### config.mk
export PLATFORM = sky130hd
export DESIGN_NAME = hazard_ctrl_flat
export DESIGN_NICKNAME = d
export VERILOG_FILES = /design/src/rtl/cpu_types_pkg.sv /design/src/rtl/hazard_pkg.sv /design/src/rtl/hazard_ctrl_if.sv /design/src/rtl/sat_counter.sv /design/src/rtl/hazard_ctrl.sv /design/src/flat_wrapper.sv
export SDC_FILE = /design/constraint.sdc
export NUM_CORES = 1
export LEC_CHECK = 0
export BUFFER_PORTS_ARGS = -buffer_cell sky130_fd_sc_hd__buf_2
export CAP_MARGIN = 15
export CELL_PAD_IN_SITES_DETAIL_PLACEMENT = 0
export CELL_PAD_IN_SITES_GLOBAL_PLACEMENT = 1
export CORE_MARGIN = 8
export CORE_UTILIZATION = 35
export CTS_CLUSTER_DIAMETER = 120
export DETAILED_ROUTE_END_ITERATION = 10
export MAX_ROUTING_LAYER = met4
export PLACE_DENSITY = 0.84
export SLEW_MARGIN = 20
export SYNTH_ARGS = -nofsm -noshare
export SYNTH_HDL_FRONTEND = slang
export SYNTH_SLANG_ARGS = --single-unit
### constraint.sdc
create_clock -name CLK -period 2.6 [get_ports CLK]
set_input_delay 0.52 -clock CLK [delete_from_list [all_inputs] [get_ports CLK]]
set_output_delay 0.52 -clock CLK [all_outputs]
set_load 0.05 [all_outputs]
### src/rtl/cpu_types_pkg.sv
// Shared CPU type definitions: opcode encoding used across pipeline control blocks.
package cpu_types_pkg;

    typedef logic [5:0] opcode_t;

    localparam opcode_t RTYPE = 6'b000000;
    localparam opcode_t LW    = 6'b100011;
    localparam opcode_t SW    = 6'b101011;

endpackage

### src/rtl/hazard_pkg.sv
// Hazard sequencer types: FSM state, per-cycle winning condition and the latch control bundle.
package hazard_pkg;

    localparam int CNTW_DEF    = 16;
    localparam int MAXWAIT_DEF = 255;

    typedef enum logic [1:0] {RUN, DWAIT, REFETCH, HALT} hz_state_t;

    typedef enum logic [2:0] {
        C_NONE, C_HALTED, C_HALTWB, C_DSTALL, C_REDIR, C_LU, C_ISTALL
    } hz_cond_t;

    typedef struct packed {
        logic pcEN;
        logic enIFID;
        logic enIDEX;
        logic enEXMEM;
        logic enMEMWB;
        logic flushIFID;
        logic flushIDEX;
        logic flushEXMEM;
    } hz_ctl_t;

    // Flushes are synchronous clears, so a flushed latch keeps its enable high.
    function automatic hz_ctl_t ctlFor(hz_cond_t cond);
        hz_ctl_t c;
        c = '0;
        unique case (cond)
            C_REDIR: c = '1;
            C_LU: begin
                c           = '1;
                c.pcEN      = 1'b0;
                c.enIFID    = 1'b0;
                c.flushIFID = 1'b0;
                c.flushEXMEM = 1'b0;
            end
            C_ISTALL: begin
                c            = '1;
                c.pcEN       = 1'b0;
                c.flushIDEX  = 1'b0;
                c.flushEXMEM = 1'b0;
            end
            C_NONE: begin
                c            = '1;
                c.flushIFID  = 1'b0;
                c.flushIDEX  = 1'b0;
                c.flushEXMEM = 1'b0;
            end
            default: c = '0;
        endcase
        return c;
    endfunction

endpackage

### src/rtl/hazard_ctrl_if.sv
// Hazard controller bundle: pipeline status in, PC/latch controls and perf counters out.
interface hazard_ctrl_if #(parameter int CNTW = 16);

    logic                   ihit;
    logic                   dhit;
    logic                   memreqMEM;
    cpu_types_pkg::opcode_t opcodeEX;
    logic [4:0]             rtEX;
    logic [4:0]             rsID;
    logic [4:0]             rtID;
    logic                   usesRtID;
    logic                   redirectMEM;
    logic                   haltWB;

    logic                   pcEN;
    logic                   enIFID;
    logic                   enIDEX;
    logic                   enEXMEM;
    logic                   enMEMWB;
    logic                   flushIFID;
    logic                   flushIDEX;
    logic                   flushEXMEM;
    logic                   halted;
    logic                   timeout;
    logic [CNTW-1:0]        stallCnt;
    logic [CNTW-1:0]        flushCnt;

    modport hc (
        input  ihit, dhit, memreqMEM, opcodeEX, rtEX, rsID, rtID, usesRtID,
               redirectMEM, haltWB,
        output pcEN, enIFID, enIDEX, enEXMEM, enMEMWB, flushIFID, flushIDEX,
               flushEXMEM, halted, timeout, stallCnt, flushCnt
    );

    modport tb (
        output ihit, dhit, memreqMEM, opcodeEX, rtEX, rsID, rtID, usesRtID,
               redirectMEM, haltWB,
        input  pcEN, enIFID, enIDEX, enEXMEM, enMEMWB, flushIFID, flushIDEX,
               flushEXMEM, halted, timeout, stallCnt, flushCnt
    );

endinterface

### src/rtl/sat_counter.sv
// Event counter that sticks at all-ones instead of wrapping.
module sat_counter #(
    parameter int W = 16
) (
    input  logic         CLK,
    input  logic         RST,
    input  logic         inc,
    output logic [W-1:0] count
);

    always_ff @(posedge CLK or posedge RST) begin
        if (RST)
            count <= '0;
        else if (inc && (count != '1))
            count <= count + W'(1);
    end

endmodule

### src/rtl/hazard_ctrl.sv
// Pipeline hazard/stall sequencer: picks the highest-priority hazard each cycle and
// drives PC/latch enables and flushes, plus stall/flush counters and a DWAIT watchdog.
//   state   | meaning
//   RUN     | normal issue; istall/lu handled without leaving RUN
//   DWAIT   | data memory access outstanding, whole pipe frozen
//   REFETCH | redirect taken, waiting for the target fetch to complete
//   HALT    | HALT retired; everything frozen until reset
module hazard_ctrl
    import hazard_pkg::*, cpu_types_pkg::*;
#(
    parameter int CNTW    = CNTW_DEF,
    parameter int MAXWAIT = MAXWAIT_DEF
) (
    input logic        CLK,
    input logic        RST,
    hazard_ctrl_if.hc  hif
);

    localparam int WW = (MAXWAIT < 2) ? 1 : $clog2(MAXWAIT + 1);

    hz_state_t     state;
    hz_cond_t      cond;
    hz_ctl_t       ctl;
    logic          refPend;
    logic [WW-1:0] waitCnt;
    logic          halted;
    logic          timeout;
    logic          dstall;
    logic          lu;
    logic          istall;
    logic          stallInc;
    logic          flushInc;

    assign dstall = hif.memreqMEM & ~hif.dhit;
    assign lu     = (hif.opcodeEX == LW) && (hif.rtEX != 5'd0) &&
                    ((hif.rtEX == hif.rsID) || (hif.usesRtID && (hif.rtEX == hif.rtID)));
    assign istall = ~hif.ihit;

    // REFETCH-wait produces the same controls as an istall, so it shares C_ISTALL.
    always_comb begin
        cond = C_NONE;
        if (state == HALT)        cond = C_HALTED;
        else if (hif.haltWB)      cond = C_HALTWB;
        else if (dstall)          cond = C_DSTALL;
        else if (hif.redirectMEM) cond = C_REDIR;
        else if (lu)              cond = C_LU;
        else if (istall)          cond = C_ISTALL;
    end

    always_comb begin
        ctl = '0;
        if (!RST)
            ctl = ctlFor(cond);
    end

    assign stallInc = (cond == C_DSTALL) || (cond == C_LU) || (cond == C_ISTALL);
    assign flushInc = (cond == C_REDIR);

    // refPend remembers an unfinished refetch across a DWAIT detour.
    always_ff @(posedge CLK or posedge RST) begin
        if (RST) begin
            state   <= RUN;
            refPend <= 1'b0;
            waitCnt <= '0;
            halted  <= 1'b0;
            timeout <= 1'b0;
        end else if (state != HALT) begin
            if (cond == C_REDIR)
                refPend <= 1'b1;
            else if (hif.ihit)
                refPend <= 1'b0;

            if (cond == C_DSTALL) begin
                if (int'(waitCnt) < MAXWAIT)
                    waitCnt <= waitCnt + WW'(1);
                if (int'(waitCnt) + 1 >= MAXWAIT)
                    timeout <= 1'b1;
            end else begin
                waitCnt <= '0;
            end

            unique case (cond)
                C_HALTWB: begin
                    state  <= HALT;
                    halted <= 1'b1;
                end
                C_DSTALL: state <= DWAIT;
                C_REDIR:  state <= REFETCH;
                default:  state <= (refPend && !hif.ihit) ? REFETCH : RUN;
            endcase
        end
    end

    assign hif.pcEN       = ctl.pcEN;
    assign hif.enIFID     = ctl.enIFID;
    assign hif.enIDEX     = ctl.enIDEX;
    assign hif.enEXMEM    = ctl.enEXMEM;
    assign hif.enMEMWB    = ctl.enMEMWB;
    assign hif.flushIFID  = ctl.flushIFID;
    assign hif.flushIDEX  = ctl.flushIDEX;
    assign hif.flushEXMEM = ctl.flushEXMEM;
    assign hif.halted     = halted;
    assign hif.timeout    = timeout;

    sat_counter #(.W(CNTW)) uStallCnt (
        .CLK   (CLK),
        .RST   (RST),
        .inc   (stallInc),
        .count (hif.stallCnt)
    );

    sat_counter #(.W(CNTW)) uFlushCnt (
        .CLK   (CLK),
        .RST   (RST),
        .inc   (flushInc),
        .count (hif.flushCnt)
    );

endmodule

### src/flat_wrapper.sv
// flat-port wrapper written by rule: the top's interface ports become plain ports
module hazard_ctrl_flat import hazard_pkg::*, cpu_types_pkg::*;
#(
    parameter int CNTW    = CNTW_DEF,
    parameter int MAXWAIT = MAXWAIT_DEF
)
  (CLK, RST, hif_ihit, hif_dhit, hif_memreqMEM, hif_opcodeEX, hif_rtEX, hif_rsID, hif_rtID, hif_usesRtID, hif_redirectMEM, hif_haltWB, hif_pcEN, hif_enIFID, hif_enIDEX, hif_enEXMEM, hif_enMEMWB, hif_flushIFID, hif_flushIDEX, hif_flushEXMEM, hif_halted, hif_timeout, hif_stallCnt, hif_flushCnt);
  hazard_ctrl_if #(.CNTW(CNTW)) hif_i ();
  input logic CLK;
  input logic RST;
  input wire logic [$bits(hif_i.ihit)-1:0] hif_ihit;
  input wire logic [$bits(hif_i.dhit)-1:0] hif_dhit;
  input wire logic [$bits(hif_i.memreqMEM)-1:0] hif_memreqMEM;
  input wire logic [$bits(hif_i.opcodeEX)-1:0] hif_opcodeEX;
  input wire logic [$bits(hif_i.rtEX)-1:0] hif_rtEX;
  input wire logic [$bits(hif_i.rsID)-1:0] hif_rsID;
  input wire logic [$bits(hif_i.rtID)-1:0] hif_rtID;
  input wire logic [$bits(hif_i.usesRtID)-1:0] hif_usesRtID;
  input wire logic [$bits(hif_i.redirectMEM)-1:0] hif_redirectMEM;
  input wire logic [$bits(hif_i.haltWB)-1:0] hif_haltWB;
  output wire logic [$bits(hif_i.pcEN)-1:0] hif_pcEN;
  output wire logic [$bits(hif_i.enIFID)-1:0] hif_enIFID;
  output wire logic [$bits(hif_i.enIDEX)-1:0] hif_enIDEX;
  output wire logic [$bits(hif_i.enEXMEM)-1:0] hif_enEXMEM;
  output wire logic [$bits(hif_i.enMEMWB)-1:0] hif_enMEMWB;
  output wire logic [$bits(hif_i.flushIFID)-1:0] hif_flushIFID;
  output wire logic [$bits(hif_i.flushIDEX)-1:0] hif_flushIDEX;
  output wire logic [$bits(hif_i.flushEXMEM)-1:0] hif_flushEXMEM;
  output wire logic [$bits(hif_i.halted)-1:0] hif_halted;
  output wire logic [$bits(hif_i.timeout)-1:0] hif_timeout;
  output wire logic [$bits(hif_i.stallCnt)-1:0] hif_stallCnt;
  output wire logic [$bits(hif_i.flushCnt)-1:0] hif_flushCnt;
  assign hif_i.ihit = hif_ihit;
  assign hif_i.dhit = hif_dhit;
  assign hif_i.memreqMEM = hif_memreqMEM;
  assign hif_i.opcodeEX = hif_opcodeEX;
  assign hif_i.rtEX = hif_rtEX;
  assign hif_i.rsID = hif_rsID;
  assign hif_i.rtID = hif_rtID;
  assign hif_i.usesRtID = hif_usesRtID;
  assign hif_i.redirectMEM = hif_redirectMEM;
  assign hif_i.haltWB = hif_haltWB;
  assign hif_pcEN = hif_i.pcEN;
  assign hif_enIFID = hif_i.enIFID;
  assign hif_enIDEX = hif_i.enIDEX;
  assign hif_enEXMEM = hif_i.enEXMEM;
  assign hif_enMEMWB = hif_i.enMEMWB;
  assign hif_flushIFID = hif_i.flushIFID;
  assign hif_flushIDEX = hif_i.flushIDEX;
  assign hif_flushEXMEM = hif_i.flushEXMEM;
  assign hif_halted = hif_i.halted;
  assign hif_timeout = hif_i.timeout;
  assign hif_stallCnt = hif_i.stallCnt;
  assign hif_flushCnt = hif_i.flushCnt;
  hazard_ctrl #(.CNTW(CNTW), .MAXWAIT(MAXWAIT)) u_core (.CLK(CLK), .RST(RST), .hif(hif_i));
endmodule
=== Word level (Yosys, flattened, before mapping) ===
Index checks and enable logic that the tools add are counted.

* Add/subtract/negate cells: 4
* Magnitude comparators: 2
* Equal/unequal tests: 13
* Multiplexer cells: 14
* Bitwise gates (word level): 2
* Reductions and logical operators: 17

{| class="wikitable"
|+ Operators with widths
! operator !! count
|-
| $add A16 B1 Y16 const B || 2
|-
| $ge A32 B9 Y1 const B || 1
|-
| $ne A16 B16 Y1 const B || 2
|-
| $pmux W8 S4 || 1
|-
| $mux W8 || 3
|-
| $mux W3 || 6
|-
| $eq A5 B5 Y1 || 2
|-
| $add A8 B1 Y9 const B || 1
|-
| $eq A3 B3 Y1 const B || 3
|-
| $add A8 B1 Y8 const B || 1
|-
| $lt A8 B8 Y1 const B || 1
|-
| $eq A3 B2 Y1 const B || 2
|-
| $eq A6 B6 Y1 const B || 1
|-
| $logic_and A1 B1 Y1 || 6
|-
| $pmux W2 S3 || 1
|-
| $reduce_and A2 Y1 || 3
|-
| $reduce_bool A5 Y1 || 1
|-
| $ne A2 B2 Y1 const B || 2
|-
| $logic_not A3 Y1 || 1
|-
| $logic_or A1 B1 Y1 || 3
|-
| $reduce_and A3 Y1 || 1
|-
| $eq A2 B2 Y1 const B || 1
|-
| $mux W1 || 2
|-
| $mux W2 || 1
|-
| other kinds (4) || 4
|}

* Register bits: 45
* Word-level logic and storage cells: 59

=== Depth between registers and ports, before layout ===
* Word-level depth: 13
* Gate-level depth with buffers: 8
* Gate-level depth less buffers: 7

=== Hierarchy ===
Synthesis repeated with hierarchy kept, for this count alone.

* Cell total of the unflattened synthesis: 249
* Area total of the unflattened synthesis: 2528.7 um^2

{| class="wikitable"
|+ By module, submodules not included
! module !! times used !! cells each !! area an instance (um^2)
|-
| sat_counter || 2 || 71 || 805.8
|-
| hazard_ctrl || 1 || 107 || 917.1
|}

=== Worst setup path before layout ===
OpenSTA, ideal clock, no wires.

* Kind: in2out
* Start point: input port hif_opcodeEX[3]
* End point: output port hif_flushIFID
* Data arrival time: 2.604 ns
* Setup slack: -0.524 ns
* Cell stages on the path: 5
* Buffers on the path: 0
* Path through: or4b_1 -> a211oi_2 -> a31o_2 -> a21oi_1 -> nor3_1

* Word-level cells in the longest chain between the ends: 11
* Elaborated cells between the ends (all ways): 14
* Classes of those cells: eq/ne: 4; mux: 7; reduce/logical: 3

{| class="wikitable"
|+ Ends and longest elaborated chain
! what !! line !! text
|-
| start: declaration || flat_wrapper.sv:14 || <nowiki>input wire logic [$bits(hif_i.opcodeEX)-1:0] hif_opcodeEX;</nowiki>
|-
| $eq A6 B6 Y1 (*) || hazard_ctrl.sv:35 || <nowiki>assign lu = (hif.opcodeEX == LW) && (hif.rtEX != 5'd0) &&</nowiki>
|-
| $logic_and A1 B1 Y1 (*) (2 in series) || hazard_ctrl.sv:35 ||
|-
| $mux W3 (*) || hazard_ctrl.sv:46 || <nowiki>else if (lu) cond = C_LU;</nowiki>
|-
| $mux W3 (*) || hazard_ctrl.sv:45 || <nowiki>else if (hif.redirectMEM) cond = C_REDIR;</nowiki>
|-
| $mux W3 (*) || hazard_ctrl.sv:44 || <nowiki>else if (dstall) cond = C_DSTALL;</nowiki>
|-
| $mux W3 (*) || hazard_ctrl.sv:43 || <nowiki>else if (hif.haltWB) cond = C_HALTWB;</nowiki>
|-
| $mux W3 (*) || hazard_ctrl.sv:42 || <nowiki>if (state == HALT) cond = C_HALTED;</nowiki>
|-
| $eq A3 B3 Y1 or $logic_not A3 Y1 (tied branches) || hazard_pkg.sv:28 || <nowiki>unique case (cond)</nowiki>
|-
| $pmux W8 S4 (*) || hazard_pkg.sv:28 ||
|-
| $mux W8 (*) || hazard_ctrl.sv:52 || <nowiki>if (!RST)</nowiki>
|-
| end: declaration || flat_wrapper.sv:26 || <nowiki>output wire logic [$bits(hif_i.flushIFID)-1:0] hif_flushIFID;</nowiki>
|}

Every way passes the cells marked *; elsewhere a longest branch is shown, timed or not.

=== Worst setup path in the final report ===
Ends and elaborated chain as after synthesis.

==> impl_results.md <==
- Status: finished clean
- Final ANT Viol Nets: 0
- Share of layout cells above drive strength 1: 31.00%
- CP required: 2.08 ns
- H-tree depth: 2
- DRC errors left: 0
- Post-synthesis sequential area ratio: 46.42%
- Syn_nets: 281
- Most frequent cells in the layout: buf_2, dfrtp_1, nand2_1
- RSZ-0062 raised after global routing: yes
- Max-slew violation count: 0
- Clk slew on worst S/H paths: 0.08 ns
- Port Buffer Count: 70
- CP max-delay cell: or4b_4
- RD Place Congestion: 0.7900
- Slew HR: 55.46%
- Critical path, cell by cell: buf_2 -> or4b_4 -> a211oi_4 -> a31o_2 -> a21oi_1 -> nor3_2 -> buf_6
- Crit path DAT: 2.06 ns
- Initial Utilization: 35.91%
- Core Area: 6756 µm²
- Final nets: 362
- P per Cell Area: 455.3 nW/µm²
- Die height: 99.26 µm
- Final Hold Fails: 0
- Type of the worst min-delay path: primary input to async pin
- Avg Cell Area, Syn: 9.783 µm²
- Number of buffers created by CTS: 5
- Total Wirelength: 5956 µm
- IO Pins: 71
- Final cell count without fillers: 409
- Area share of the largest cell type after synthesis: 46.42%
- DR pass1 iterations: 4
- Post-Syn Area: 2426 µm²
- Final worst slack: 0.01930 ns
- Final Power: 1401 µW
- Synth area leaders: dfrtp_1, xnor2_1, nand2_1
- Largest buffer count on any clock path: 2
- Vias in the first global route: 2,020
- Post-DP HPWL: 4662 µm
- Via/cell ratio: 5.044
- Syn Inst Count: 248
- VDD IR max: 0.2955 mV
- Yosys reg bits: 45
- Placed insts: 402
- Crit Path Max Fanout: 3
- Global-route wire length before repair: 9563 µm
- Initial DRC Count: 58
- Post-DR wirelength/cell: 14.56 µm
- Tcrit/Tclk final: 99.26%
- Post-CTS Hold Fix Bufs: 0
- Vias: 2,063
- Commonest non-fill, non-tap cell in the layout: buf_2
- Critical path type: primary input to primary output
- Distinct cell type count after synthesis: 44
- Leak: 0.001514 µW
- Synth-to-Final Area Change: 26.82%
- Worst Clk Skew: 0.002120 ns
- Max stage delay on crit path: 0.54 ns
- Tot GR Track Use: 12.22%
- Crit. End Element: primary output
- Critical Path Source Type: primary input
- Grt ovf: 0
- Die width: 99.26 µm
- Top cell type by total area after synthesis: dfrtp_1
- TNS Setup: 0 ns
- Later-pin clock latency in the skew report: 0.29 ns
- Synth Warn #: 0
- Final min period: 2.581 ns
- CTS Sinks: 45
- # diodes: 0
- Initial antenna violation count: 0
- CTS tree: built
- Cell row count: 30
- Die ar.: 9852 µm²
- Largest net degree at the start of global routing: 19
- Total of max-cap violations: 0
- # setup viols final: 0
- Fmax achieved: 0.3875 GHz
- Actual slew at the worst max-slew pin: 0.6674 ns
- Root buffer cell: clkbuf_8
- Post-CTS Repair Setup Buffers: 0
- Pre-CTS setup slack: -0.1310 ns
[synth_stat cells]
master and instances:
or3_4 1, nor4_1 9, a41oi_1 1, o311a_1 1, a21oi_4 1, and3_1 5, o2bb2ai_1 1, nand3_1 17
inv_1 10, nand4_2 1, nor2b_1 2, o21ai_1 4, o21bai_1 1, ha_1 4, a32oi_1 1, o21ai_0 3
nand4_1 10, nor2_1 12, xor2_1 14, xnor2_1 26, o31a_1 1, dfrtp_1 45, nand2_1 33, nor3_2 3
o22ai_1 1, or2_2 1, o31ai_1 2, or4b_1 1, nor3_1 2, mux2_1 2, a31o_2 1, a21o_1 1
and2_1 3, clkbuf_1 2, a21boi_1 2, nand2b_1 2, a31oi_1 2, o21a_1 2, buf_6 1, a21oi_1 12
a211oi_2 1, nor4_2 1, buf_4 2, and4_1 1
[sequential cells by signal, summed over array words and instances (netlist names)]
| register | flops |
|---|---|
| u_core.hif.timeout | 1 |
| u_core.hif.halted | 1 |
| u_core.state | 2 |
| u_core.waitCnt | 8 |
| u_core.uStallCnt.count | 16 |
| u_core.uFlushCnt.count | 16 |
| u_core.refPend | 1 |
[final cells by class]
type	count	area, µm²
well taps	80	100.1
repair buffers	79	445.4
flip-flops and latches	45	1126
multi-input cells	188	1281
fillers	682	3680
clock buffers	7	86.33
inverters	10	37.54
[metrics by stage]
step                hold WS [ns]  instance area [µm²]  utilization [%]
floorplan                 0.4450                 2454                -
global route              0.4461                 3077            45.54
global placement          0.4336                 2953            43.70
CTS                       0.4062                 3065            45.37
detailed placement        0.4445                 2953            43.70
finish                    0.3823                 3077            45.54
[what timing repair did]
action / in CTS / in global routing
pin swaps: 1 / 0
endpoints found under the setup margin: 3 / 3
resized for setup: 7 / 2
[logic make-up after synthesis]
logic type	after synthesis	share of synthesized area, %
mux	2	0.9282
simple gates	104	22.64
buf+inv	15	2.940
xor+xnor	40	14.44
fa+ha+maj	4	2.063
compound gates	38	10.57
flops	45	46.42
[worst max-delay path, delay by kind of cell]
family,cells,cell delay [ns]
compound gates,3,0.56
simple gates,2,0.69
buf+inv,2,0.29
[path summary, 6_finish.rpt]
path	startpoint	to	slack [ns]	cells after the start
setup / recovery	hif_opcodeEX[3]	hif_flushIFID	0.02	7
hold / removal	RST	u_core.uFlushCnt.count[12]$_DFFE_PP0P_	0.38	2
setup reg to reg	u_core.uStallCnt.count[7]$_DFFE_PP0P_	u_core.uStallCnt.count[1]$_DFFE_PP0P_	0.25	5
hold reg to reg	u_core.hif.halted$_DFFE_PP0P_	u_core.hif.halted$_DFFE_PP0P_	0.46	1
max in group asynchronous	RST	u_core.uStallCnt.count[10]$_DFFE_PP0P_	1.54	3
min in group CLK	u_core.hif.halted$_DFFE_PP0P_	u_core.hif.halted$_DFFE_PP0P_	0.46	1
[routing by layer]
metal  up-vias  GRT usage (%)  wire length (µm)  share of wire, %
li1       1027              -                 -                 -
met1       996          14.82              2735                46
met2        34          19.94              2979                50
met3         6          2.933               191               3.2
met4         0          3.143                48              0.81
met5         -              -                 0                 0
[report_power, final]
| group | total (µW) | switching, µW | leakage (µW) | internal (µW) |
|---|---|---|---|---|
| combinational | 190 | 122 | 0.000873 | 67.7 |
| sequential | 769 | 37.4 | 0.000597 | 731 |
| clock | 442 | 231 | 0.0000443 | 211 |
Note: power is estimated with default switching activity, not from simulation.
